**config.mk**
```make
export PLATFORM = sky130hd
export DESIGN_NAME = corr_pkt_decoder
export DESIGN_NICKNAME = d
export VERILOG_FILES = /design/src/rtl/corr_pkt_decoder.sv
export SDC_FILE = /design/constraint.sdc
export NUM_CORES = 1
export LEC_CHECK = 0
export ABC_AREA = 0
export BUFFER_PORTS_ARGS = -buffer_cell sky130_fd_sc_hd__buf_2
export CAP_MARGIN = 15
export CORE_MARGIN = 2
export CORE_UTILIZATION = 40
export CTS_BUF_LIST = sky130_fd_sc_hd__clkbuf_16
export CTS_CLUSTER_DIAMETER = 30
export DETAILED_ROUTE_END_ITERATION = 10
export PLACE_DENSITY_LB_ADDON = 0.2
export SLEW_MARGIN = 25
export SYNTH_ARGS = -nofsm -noshare
export SYNTH_HDL_FRONTEND = slang
export SYNTH_SLANG_ARGS = --single-unit
```
**constraint.sdc**
```tcl
create_clock -name i_clk -period 4.2 [get_ports i_clk]
set_input_delay 0 -clock i_clk [delete_from_list [all_inputs] [get_ports i_clk]]
set_output_delay 0 -clock i_clk [all_outputs]
set_load 0.1 [all_outputs]
```
**src/rtl/corr_pkt_decoder.sv**
```systemverilog
// Correlator record sink: reassembles 5-byte BytePipe packets into parallel fields,
// checks window-number continuity and keeps saturating drop/truncation totals.
module corr_pkt_decoder #(
   parameter int unsigned TIMEOUT_W  = 16,
   parameter int unsigned ERRCOUNT_W = 8
) (
   input  logic                  i_clk,
   input  logic                  i_rst,
   input  logic                  i_cg,
   input  logic                  i_flush,
   input  logic [TIMEOUT_W-1:0]  i_timeoutCycles,
   input  logic [7:0]            i_bp_data,
   input  logic                  i_bp_valid,
   output logic                  o_bp_ready,
   output logic [7:0]            o_pkt_winNum,
   output logic [7:0]            o_pkt_countX,
   output logic [7:0]            o_pkt_countY,
   output logic [7:0]            o_pkt_countIsect,
   output logic [7:0]            o_pkt_countSymdiff,
   output logic [7:0]            o_pkt_gap,
   output logic                  o_pkt_valid,
   input  logic                  i_pkt_ready,
   output logic [ERRCOUNT_W-1:0] o_dropCount,
   output logic [ERRCOUNT_W-1:0] o_truncCount
);

   typedef enum logic [1:0] {
      IDLE  = 2'd0,
      FIELD = 2'd1,
      HOLD  = 2'd2
   } state_t;

   state_t                state;
   state_t                state_next;
   logic [2:0]            idx;
   logic [2:0]            idx_next;
   logic [TIMEOUT_W-1:0]  timer;
   logic [TIMEOUT_W:0]    timer_inc;
   logic                  xfer;
   logic                  last_xfer;
   logic                  timeout_hit;
   logic                  abort;
   logic [7:0]            last_win;
   logic                  first_seen;
   logic [7:0]            gap_calc;
   logic [ERRCOUNT_W+7:0] drop_sum;
   logic [ERRCOUNT_W-1:0] drop_next;

   assign o_bp_ready  = (state != HOLD) && !i_flush;
   assign o_pkt_valid = (state == HOLD);
   assign xfer        = i_bp_valid && o_bp_ready && i_cg;
   assign last_xfer   = xfer && (state == FIELD) && (idx == 3'd4);

   // timer holds idle FIELD cycles minus one, so expiry lands on the edge ending cycle t+N
   assign timer_inc   = {1'b0, timer} + {{TIMEOUT_W{1'b0}}, 1'b1};
   assign timeout_hit = (i_timeoutCycles != '0) && (timer_inc == {1'b0, i_timeoutCycles});

   always_comb begin
      state_next = state;
      idx_next   = idx;
      abort      = 1'b0;
      if (i_flush) begin
         state_next = IDLE;
         idx_next   = '0;
      end else begin
         case (state)
            IDLE: begin
               if (xfer) begin
                  state_next = FIELD;
                  idx_next   = 3'd1;
               end
            end
            FIELD: begin
               if (xfer) begin
                  if (idx == 3'd4) begin
                     state_next = HOLD;
                     idx_next   = '0;
                  end else begin
                     idx_next = idx + 3'd1;
                  end
               end else if (timeout_hit) begin
                  state_next = IDLE;
                  idx_next   = '0;
                  abort      = 1'b1;
               end
            end
            HOLD: begin
               idx_next = '0;
               if (i_pkt_ready) begin
                  state_next = IDLE;
               end
            end
            default: begin
               state_next = IDLE;
               idx_next   = '0;
            end
         endcase
      end
   end

   always_ff @(posedge i_clk or posedge i_rst) begin
      if (i_rst) begin
         state <= IDLE;
         idx   <= '0;
         timer <= '0;
      end else if (i_cg) begin
         state <= state_next;
         idx   <= idx_next;
         if (i_flush || (state != FIELD) || xfer || abort) begin
            timer <= '0;
         end else begin
            timer <= timer_inc[TIMEOUT_W-1:0];
         end
      end
   end

   always_ff @(posedge i_clk or posedge i_rst) begin
      if (i_rst) begin
         o_pkt_winNum       <= '0;
         o_pkt_countX       <= '0;
         o_pkt_countY       <= '0;
         o_pkt_countIsect   <= '0;
         o_pkt_countSymdiff <= '0;
      end else if (xfer) begin
         case (state)
            IDLE: o_pkt_winNum <= i_bp_data;
            FIELD: begin
               case (idx)
                  3'd1:    o_pkt_countX       <= i_bp_data;
                  3'd2:    o_pkt_countY       <= i_bp_data;
                  3'd3:    o_pkt_countIsect   <= i_bp_data;
                  3'd4:    o_pkt_countSymdiff <= i_bp_data;
                  default: ;
               endcase
            end
            default: ;
         endcase
      end
   end

   always_comb begin
      gap_calc = '0;
      if (first_seen) begin
         gap_calc = o_pkt_winNum - (last_win + 8'd1);
      end
      drop_sum  = {8'd0, o_dropCount} + {{ERRCOUNT_W{1'b0}}, gap_calc};
      drop_next = drop_sum[ERRCOUNT_W-1:0];
      if (drop_sum[ERRCOUNT_W+7:ERRCOUNT_W] != 8'd0) begin
         drop_next = '1;
      end
   end

   always_ff @(posedge i_clk or posedge i_rst) begin
      if (i_rst) begin
         last_win    <= '0;
         first_seen  <= 1'b0;
         o_pkt_gap   <= '0;
         o_dropCount <= '0;
      end else if (i_cg) begin
         if (i_flush) begin
            first_seen <= 1'b0;
         end else if (last_xfer) begin
            last_win    <= o_pkt_winNum;
            first_seen  <= 1'b1;
            o_pkt_gap   <= gap_calc;
            o_dropCount <= drop_next;
         end
      end
   end

   always_ff @(posedge i_clk or posedge i_rst) begin
      if (i_rst) begin
         o_truncCount <= '0;
      end else if (i_cg && abort && (o_truncCount != '1)) begin
         o_truncCount <= o_truncCount + {{(ERRCOUNT_W-1){1'b0}}, 1'b1};
      end
   end

endmodule

```
==> results.sh <==
export IMPL_worst_path_stages=15
export IMPL_synth_ff_type="dfrtp_1"
export IMPL_nFillCells=1242
export IMPL_vdd_drop_max_mv=0.374
export IMPL_slew_violations=0
export IMPL_largest_reg_flops=16
export IMPL_dieArea_sq_mm=0.0137
export IMPL_status="completed"
export IMPL_preCtsSetupSlack_ns=0.838
export IMPL_p_leak_uw=0.00311
export IMPL_hold_path_class="in2reg"
export IMPL_timing_final_crit_share_pct=80.7
export IMPL_synth_cells=504
export IMPL_synth_edf_count=0
export IMPL_rrSetupSlack_ns=0.81
export IMPL_synth_yosys_warnings=0
export IMPL_tightestPinTransition_ns=1.02
export IMPL_fp_dieH_microns=117
export IMPL_intPower_uw=1680
export IMPL_drc=0
export IMPL_clock_sinks=94
export IMPL_nets=664
export IMPL_cts_root_buf="clkbuf_16"
export IMPL_critPathArrivalTime_ns=3.61
export IMPL_grt_pass1_wl_microns=19600
export IMPL_netlist_area_sq_mm=0.00511
export IMPL_syn_to_final_growth_pct=21.0
export IMPL_htreeDepth=3
export IMPL_combPwrFrac_pct=36.6
export IMPL_initialDrtViolationCount=175
export IMPL_layout_common_cells="95 x buf_2, 94 x dfrtp_1, 66 x nand2_1"
export IMPL_finalSetupViolations=0
export IMPL_maxCapViolCount=0
export IMPL_setup_slack_ns=0.813
export IMPL_crit_top_cell="o21ai_0"
export IMPL_antennaDiodeCount=0
export IMPL_core_area_sq_mm=0.0125
export IMPL_seqPwrFrac_pct=36.3
export IMPL_vias=4069
export IMPL_grt_pass1_vias=3985
export IMPL_groute_usage_overall_pct=18.5
export IMPL_startpoint_type="flip-flop"
export IMPL_antenna_left=0
export IMPL_portBuffers=95
export IMPL_post_cts_buffers=0
export IMPL_ctsResizeCount=0
export IMPL_fin_crit_ns=3.39
export IMPL_ys_ff_latch=94
export IMPL_cts_tree="done"
export IMPL_drt_total_wl_microns=12000
export IMPL_path_clk_slew_ns=0.07
export IMPL_switching_share_pct=43.3
export IMPL_hold_buffers=11
export IMPL_post_drt_wl_per_cell_microns=15.2
export IMPL_clk_latency_ns=0.34
export IMPL_cts_buffers=9
export IMPL_largest_register="timer"
export IMPL_worst_setup_path_end_kind="flip-flop"
export IMPL_clk_path_buf_depth=2
export IMPL_multiInputGateArea_sq_mm=0.00258
export IMPL_path_cells="inv_1 -> ha_1 -> inv_1 -> fa_1 -> nor2b_1 -> nor3b_1 -> ha_1 -> nor2b_1 -> o21ai_0 -> a21boi_0 -> o21ai_0 -> a21boi_0 -> o21ai_0 -> nand2_1 -> o22a_1"
export IMPL_crit_buf_inv=2
export IMPL_power_total_uw=2970
export IMPL_viasPerCell=5.17
export IMPL_rows=41
export IMPL_place_congestion=0.836
export IMPL_drt_pass1_iter_count=6
export IMPL_power_density_mw_per_mm2=481
export IMPL_fin_skew_ns=0.00682
export IMPL_slowest_delay_ns=0.38
export IMPL_layout_commonest_cell="buf_2"
export IMPL_start_util_pct=40.8
export IMPL_reg2regPathDepth=15
export IMPL_seqCellArea_sq_mm=0.00235
export IMPL_final_layout_size_suffix_gt1_share_pct=26.5
export IMPL_synth_fp_nets=558
export IMPL_place_hpwl_microns=8930
export IMPL_slew_headroom_pct=31.5
export IMPL_gr_total_overflow=0
export IMPL_setup_tns_final_ns=0
export IMPL_cp_max_fo=7
export IMPL_path_delay_family="compound AO/OA/AOI/OAI gates"
export IMPL_antenna_found_initial=0
export IMPL_pin_count=96
export IMPL_synth_cell_types=52
export IMPL_path_class="reg2reg"
export IMPL_syn_area_per_cell_sq_um=10.1
export IMPL_slowest_stage="fa_1"
export IMPL_fmax_mhz=295
export IMPL_rsz0062_at_grt="no"
export IMPL_fp_dieW_microns=117
export IMPL_seq_area_frac_synth_pct=46.1
export IMPL_async_reset_ff_share_pct=100
export IMPL_p_clk_share_pct=27.1
export IMPL_crit_required_ns=4.43
export IMPL_hold_viol_final=0
export IMPL_hold_path_depth=2
export IMPL_p_switching_uw=1290
export IMPL_grt_start_max_net_pins=60
==> cell families after synthesis <==
kind of cell,count (synthesis),synth area share [%]
and+or+nand+nor,168,16.3
DFF,94,46.1
AOI/OAI and AO/OA,84,10.9
buffers and inverters,47,3.53
muxes,45,9.77
xor gates and xnor gates,42,7.20
adders and majority gates,24,6.17
==> Yosys cell counts, types with 11 or more instances <==
library cell | count | share of area [%]
dfrtp_1 | 94 | 46
nand2_1 | 66 | 4.9
mux2_2 | 39 | 8.6
inv_1 | 31 | 2.3
o21ai_0 | 26 | 2.5
xnor2_1 | 24 | 4.1
ha_1 | 22 | 5.4
nand3_1 | 22 | 2.2
nor2_1 | 22 | 1.6
xor2_1 | 18 | 3.1
clkbuf_1 | 12 | 0.88
a21oi_1 | 11 | 1.1
a31oi_1 | 11 | 1.3
==> metrics by stage <==
step                cell area [sq um]  cells  util (%)  hold WS, ns
global placement                 5780    760      46.2        0.194
floorplan                        5110    504         -        0.105
global route                     6180    787      49.4       0.0584
detailed placement               5780    760      46.2        0.191
CTS                              6180    787      49.4       0.0174
finish                           6180    787      49.4       0.0318
==> worst reg2reg max path, delay by kind of cell, from the launching register on <==
| kind | cells | cell delay [ns] |
|---|---|---|
| compound gates | 6 | 1.20 |
| fa+ha+maj | 3 | 0.86 |
| buf+inv | 2 | 0.13 |
| flops | 1 | 0.36 |
| simple gates | 4 | 0.73 |
==> path summary, 6_finish.rpt <==
| check | from | endpoint |
|---|---|---|
| setup reg to reg | last_win[0] | o_dropCount[7] |
| min in group asynchronous | i_rst | timer[13] |
| hold reg to reg | o_pkt_countSymdiff[1] | o_pkt_countSymdiff[1] |
| hold / removal | i_cg | first_seen |
| max in group asynchronous | i_rst | first_seen |
| setup / recovery | last_win[0] | o_dropCount[7] |
==> power by group through the flow <==
| stage | clock network [uW] | logic, uW | registers (uW) |
|---|---|---|---|
| final | 805 | 1090 | 1080 |
| after global routing | 865 | 1140 | 1090 |
| after CTS | 830 | 1100 | 1080 |
| after detailed placement | 0 | 1080 | 1100 |
| after global placement | 0 | 1080 | 1090 |
| after floorplan | 0 | 238 | 1740 |
==> cell type report <==
class	count	share of cell area (%)
Clock buffer	9	3.64
Clock inverter	7	1.05
Timing Repair Buffer	111	10.1
Sequential cell	94	38.1
Multi-Input combinational cell	363	41.8
Tap cell	172	3.48
Inverter	31	1.92
==> metal layers <==
metal	global-route usage, %	part of all wire, %	up-vias
met5	0	0	-
met4	7.14	2.0	0
met3	3.04	3.3	18
met2	30.7	49	88
met1	24.5	46	1976
li1	-	-	1987
No activity file was read; power rests on OpenSTA's default activity.
